$ cat config.mk
export PLATFORM = sky130hd
export DESIGN_NAME = ser_arb
export DESIGN_NICKNAME = d
export VERILOG_FILES = /design/src/rtl/ser_pkg.sv /design/src/rtl/rr_pick.sv /design/src/rtl/ser_arb.sv
export SDC_FILE = /design/constraint.sdc
export NUM_CORES = 1
export LEC_CHECK = 0
export BUFFER_PORTS_ARGS = -buffer_cell sky130_fd_sc_hd__buf_4
export CAP_MARGIN = 0
export CORE_MARGIN = 2
export CORE_UTILIZATION = 40
export CTS_CLUSTER_SIZE = 20
export DETAILED_ROUTE_END_ITERATION = 8
export PLACE_DENSITY = 0.73
export SLEW_MARGIN = 20
export SYNTH_ARGS = -nofsm -noshare
export SYNTH_HDL_FRONTEND = slang
export SYNTH_SLANG_ARGS = --single-unit
$ cat constraint.sdc
create_clock -name clk_i -period 1.8 [get_ports clk_i]
set_clock_uncertainty 0.2 [all_clocks]
set_input_delay 0.36 -clock clk_i [delete_from_list [all_inputs] [get_ports clk_i]]
set_output_delay 0.36 -clock clk_i [all_outputs]
set_load 0.01 [all_outputs]
$ cat src/rtl/ser_pkg.sv
// rtl/ser_pkg.sv - shared state encoding and word widths for the serializer arbiter
package ser_pkg;

    localparam int DATA_W = 16;
    localparam int MOD_W  = 4;

    typedef enum logic [1:0] {
        ST_IDLE      = 2'd0,
        ST_ISSUE     = 2'd1,
        ST_WAIT_BUSY = 2'd2,
        ST_WAIT_DONE = 2'd3
    } arb_state_t;

endpackage

$ cat src/rtl/rr_pick.sv
// rtl/rr_pick.sv - combinational round-robin winner search starting after the last grant
module rr_pick #(
    parameter  int N = 4,
    localparam int W = $clog2(N)
) (
    input  logic [N-1:0] req,
    input  logic [W-1:0] last,
    output logic [W-1:0] win,
    output logic         valid
);

    function automatic logic [W-1:0] wrap_idx(input logic [W-1:0] base, input int off);
        return W'((int'(base) + off) % N);
    endfunction

    always_comb begin
        win   = '0;
        valid = 1'b0;
        // Farthest offset first, so the nearest requester after last overwrites and wins.
        for (int k = N; k >= 1; k--) begin
            if (req[wrap_idx(last, k)]) begin
                win   = wrap_idx(last, k);
                valid = 1'b1;
            end
        end
    end

endmodule

$ cat src/rtl/ser_arb.sv
// rtl/ser_arb.sv - round-robin arbiter feeding one parallel word at a time to a serializer
module ser_arb
    import ser_pkg::*;
#(
    parameter  int N_REQ   = 4,
    parameter  int BUSY_TO = 4,
    localparam int GW      = $clog2(N_REQ)
) (
    input  logic                      clk_i,
    input  logic                      srst_i,
    input  logic [N_REQ-1:0]          req_i,
    input  logic [N_REQ*DATA_W-1:0]   req_data_i,
    input  logic [N_REQ*MOD_W-1:0]    req_mod_i,
    output logic [N_REQ-1:0]          ack_o,
    output logic [DATA_W-1:0]         data_o,
    output logic [MOD_W-1:0]          data_mod_o,
    output logic                      data_val_o,
    input  logic                      busy_i,
    output logic [GW-1:0]             grant_id_o,
    output logic                      arb_busy_o
);

    localparam int CW = $clog2(BUSY_TO + 1);

    arb_state_t          state_q, state_n;
    logic [DATA_W-1:0]   data_q;
    logic [MOD_W-1:0]    mod_q;
    logic [GW-1:0]       grant_q;
    logic [GW-1:0]       last_q;
    logic [CW-1:0]       cnt_q;
    logic [GW-1:0]       pick_win;
    logic                pick_valid;
    logic                start;
    logic                timeout;

    rr_pick #(
        .N (N_REQ)
    ) u_pick (
        .req   (req_i),
        .last  (last_q),
        .win   (pick_win),
        .valid (pick_valid)
    );

    assign start   = (state_q == ST_IDLE) && pick_valid && !busy_i;
    assign timeout = (cnt_q == CW'(BUSY_TO - 1));

    always_comb begin
        state_n = state_q;
        case (state_q)
            ST_IDLE:      if (start) state_n = ST_ISSUE;
            ST_ISSUE:     state_n = ST_WAIT_BUSY;
            ST_WAIT_BUSY: begin
                if (busy_i)       state_n = ST_WAIT_DONE;
                else if (timeout) state_n = ST_IDLE;
            end
            ST_WAIT_DONE: if (!busy_i) state_n = ST_IDLE;
            default:      state_n = ST_IDLE;
        endcase
    end

    always_ff @(posedge clk_i) begin
        if (srst_i) begin
            state_q <= ST_IDLE;
            data_q  <= '0;
            mod_q   <= '0;
            grant_q <= '0;
            last_q  <= GW'(N_REQ - 1);
            cnt_q   <= '0;
        end else begin
            state_q <= state_n;
            // Capture the winner's word at selection; later input changes are ignored.
            if (start) begin
                data_q  <= req_data_i[int'(pick_win)*DATA_W +: DATA_W];
                mod_q   <= req_mod_i[int'(pick_win)*MOD_W +: MOD_W];
                grant_q <= pick_win;
            end
            if (state_q == ST_ISSUE) last_q <= grant_q;
            if (state_q == ST_WAIT_BUSY && !busy_i) cnt_q <= cnt_q + CW'(1);
            else                                    cnt_q <= '0;
        end
    end

    // Strobes are masked during reset so a reset landing on ISSUE cannot leak a pulse.
    assign data_val_o = (state_q == ST_ISSUE) && !srst_i;
    assign ack_o      = data_val_o ? (N_REQ'(1) << grant_q) : '0;
    assign arb_busy_o = (state_q != ST_IDLE) && !srst_i;
    assign data_o     = data_q;
    assign data_mod_o = mod_q;
    assign grant_id_o = grant_q;

endmodule

==> impl_metrics.env <==
export IMPL_finalPower_w=0.00231
export IMPL_portBuffers=114
export IMPL_internal_power_w=0.00156
export IMPL_max_cap_viol_count=0
export IMPL_cts_tree="built"
export IMPL_grt_overflow=0
export IMPL_cts_max_path_buffers=2
export IMPL_end_kind="flip-flop"
export IMPL_cp_max_fo=5
export IMPL_postCtsHoldBufs=0
export IMPL_p_seq_share_pct=32.8
export IMPL_cts_inserted_buffers=5
export IMPL_failed_checks="negative setup slack"
export IMPL_yosys_warnings=0
export IMPL_combPwrFrac_pct=44.5
export IMPL_yosys_area_share_simple_pct=21.0
export IMPL_place_gp_congestion=0.821
export IMPL_tightest_slew_ns=0.295
export IMPL_placedCellCount=413
export IMPL_synth_area_per_cell_um2=9.08
export IMPL_yosys_cell_types_count=35
export IMPL_finalSetupViolations=20
export IMPL_grtUsageTotal_pct=26.2
export IMPL_synthCells=222
export IMPL_grt_max_degree=20
export IMPL_drtAntennaViolNets=0
export IMPL_fill_cells=376
export IMPL_cp_start_kind="input pin"
export IMPL_power_density_nw_per_um2=644
export IMPL_layout_common_cells="148 x buf_4, 25 x dfxtp_1, 21 x nand2_1"
export IMPL_hold_viol_final=0
export IMPL_drt_initial_drc_count=58
export IMPL_num_vias=2405
export IMPL_grt_setup_unrepaired="true"
export IMPL_nNetsFinal=458
export IMPL_worstPathArrival_ns=1.89
export IMPL_grt_pass1_wl_um=11000
export IMPL_crit_type="in -> reg"
export IMPL_pin_count=115
export IMPL_swShare_pct=32.2
export IMPL_synth_adder_area_share_pct=1.24
export IMPL_rows=25
export IMPL_synth_compound_area_share_pct=30.7
export IMPL_power_switching_w=0.000743
export IMPL_first_pass_iters=5
export IMPL_synth_top_family_by_area="compound AO/OA/AOI/OAI gates"
export IMPL_final_common_cell="buf_4"
export IMPL_cts_sinks=29
export IMPL_avgRoutedWirePerCell_um=17.3
export IMPL_leakagePower_nw=1.61
export IMPL_die_h_um=75.0
export IMPL_maxSlewHeadroom_pct=80.3
export IMPL_drv_slew=0
export IMPL_dpl_hpwl_um=4880
export IMPL_num_antenna_cells=0
export IMPL_netlist_area_um2=2020
export IMPL_h_tree_depth=2
export IMPL_cts_clk_slew_worst_paths_ns=0.06
export IMPL_pwr_share_clk_pct=22.8
export IMPL_period_share_pct=107
export IMPL_status="finished, violations left"
export IMPL_synth_nets=311
export IMPL_cts_root_buf="clkbuf_8"
export IMPL_start_util_pct=42.1
export IMPL_drc=0
export IMPL_coreArea_um2=4790
export IMPL_setup_ws_ns=-0.124
export IMPL_timing_fmax_ghz=0.520
export IMPL_ir_drop_mv=0.432
export IMPL_viasPerCell=5.50
export IMPL_ys_seq_area_share_pct=28.8
export IMPL_layout_area_overhead_vs_synth_pct=77.5
export IMPL_cp_required_ns=1.76
export IMPL_dieWidth_um=75.0
export IMPL_regArea_um2=586
export IMPL_ys_ff_latch=29
export IMPL_drive_gt1_share_pct=60.8
export IMPL_die_area_um2=5620
export IMPL_antenna_found_initial=0
export IMPL_yosys_area_share_xor_xnor_pct=0
export IMPL_fin_cells=437
export IMPL_clk_latency_ns=0.28
export IMPL_grt_pass1_vias=2271
export IMPL_wirelength_um=7570
export IMPL_min_path_type="in -> reg"
export IMPL_muxShareOfSynthArea_pct=11.5
export IMPL_multi_input_area_um2=1520
export IMPL_final_min_clock_period_ns=1.92
## synth_stat cells
cell type / instances / area, um2
dfxtp_1: 29 / 581
mux2i_1: 22 / 220
nand2_1: 22 / 82.6
o21ai_1: 21 / 105
and4_1: 19 / 166
o211ai_2: 19 / 238
o31a_1: 19 / 166
nor2_1: 16 / 60.1
buf_2: 7 / 35.0
clkbuf_1: 6 / 22.5
buf_6: 5 / 56.3
inv_1: 4 / 15.0
nand2b_1: 4 / 25.0
a211o_1: 2 / 17.5
a21oi_1: 2 / 10.0
ha_1: 2 / 25.0
nor2b_1: 2 / 12.5
nor3_1: 2 / 10.0
nor4_1: 2 / 12.5
o21a_1: 2 / 15.0
a21o_1: 1 / 7.51
a21oi_2: 1 / 8.76
a311oi_2: 1 / 15.0
and2b_1: 1 / 7.51
buf_1: 1 / 3.75
clkinv_1: 1 / 3.75
mux2_2: 1 / 11.3
nand3b_1: 1 / 7.51
nor3_4: 1 / 16.3
nor3b_1: 1 / 7.51
o21ai_0: 1 / 5.00
o221ai_1: 1 / 8.76
o31ai_4: 1 / 21.3
or2_1: 1 / 6.26
or4b_2: 1 / 10.0
## what timing repair did
item | 4_1_cts | 5_1_grt
gates cloned | 3 | 1
setup endpoints to repair | 24 | 23
buffers inserted | 10 | 6
hold endpoints to repair | 0 | 0
pin swaps | 10 | 7
resized for setup | 33 | 20
## metal layers
| layer | track usage (%) | wire length (um) | part of all wire (%) | up-vias |
|---|---|---|---|---|
| li1 | - | - | - | 1139 |
| met1 | 31.5 | 2950 | 39 | 1139 |
| met2 | 45.6 | 3820 | 50 | 113 |
| met3 | 5.22 | 613 | 8.1 | 14 |
| met4 | 10.7 | 180 | 2.4 | 0 |
| met5 | 0 | 0 | 0 | - |
## cell families (layout without fill, tap and decap cells)
group / count (synthesis) / in the layout
adders and majority gates: 2 / 2
buffers and inverters: 24 / 171
and+or+nand+nor: 73 / 74
muxes: 23 / 23
AOI/OAI and AO/OA: 71 / 71
DFF: 29 / 29
## through the flow
step                utilization (%)  hold slack, ns  area [um2]  worst slack [ns]  setup TNS, ns
floorplan                         -           0.197        2020            0.0102              0
global placement               64.7           0.208        3100            -0.536          -9.00
detailed placement             64.7           0.210        3100            -0.587         -10.25
CTS                            72.6           0.163        3470           -0.0624         -0.535
global route                   74.8           0.169        3580            -0.148          -2.47
finish                         74.8           0.169        3580            -0.124          -1.86
## power by group through the flow
stage	logic, W	registers, W	clock network [W]
finish	0.00103	0.000756	0.000525
global route	0.00109	0.000763	0.000568
CTS	0.000966	0.000753	0.000539
detailed placement	0.000793	0.000762	0
global placement	0.000778	0.000761	0
floorplan	0.000384	0.000789	0
## path summary, 6_finish.rpt
check	startpoint	endpoint	slack, ns	cells past startpoint
setup / recovery	req_i[1]	data_o[6]	-0.12	9
hold reg to reg	cnt_q[0]	cnt_q[0]	0.22	1
hold / removal	req_data_i[59]	data_o[11]	0.17	3
setup reg to reg	last_q[0]	data_o[6]	-0.11	8
## critical path, stage by stage
cell       delay, ns
buf_4           0.13
buf_6           0.12
nor2b_2         0.16
o21a_1          0.23
nor3_4          0.22
buf_4           0.18
clkbuf_16       0.16
mux2i_2         0.22
o211ai_2        0.08
## flip-flops by register name (all words and copies together) (netlist names)
name / cells
last_q: 2
data_mod_o: 4
state_q: 2
cnt_q: 3
grant_id_o: 2
data_o: 16
## cell type report
class	instances	area share, %
tap	67	2.34
clock inverter	3	0.490
clock buffer	5	1.92
sequential	29	16.4
timing repair buffer	158	36.0
multi-input combinational	170	42.3
inverter	5	0.524
Power figures use the tool's default switching activity.
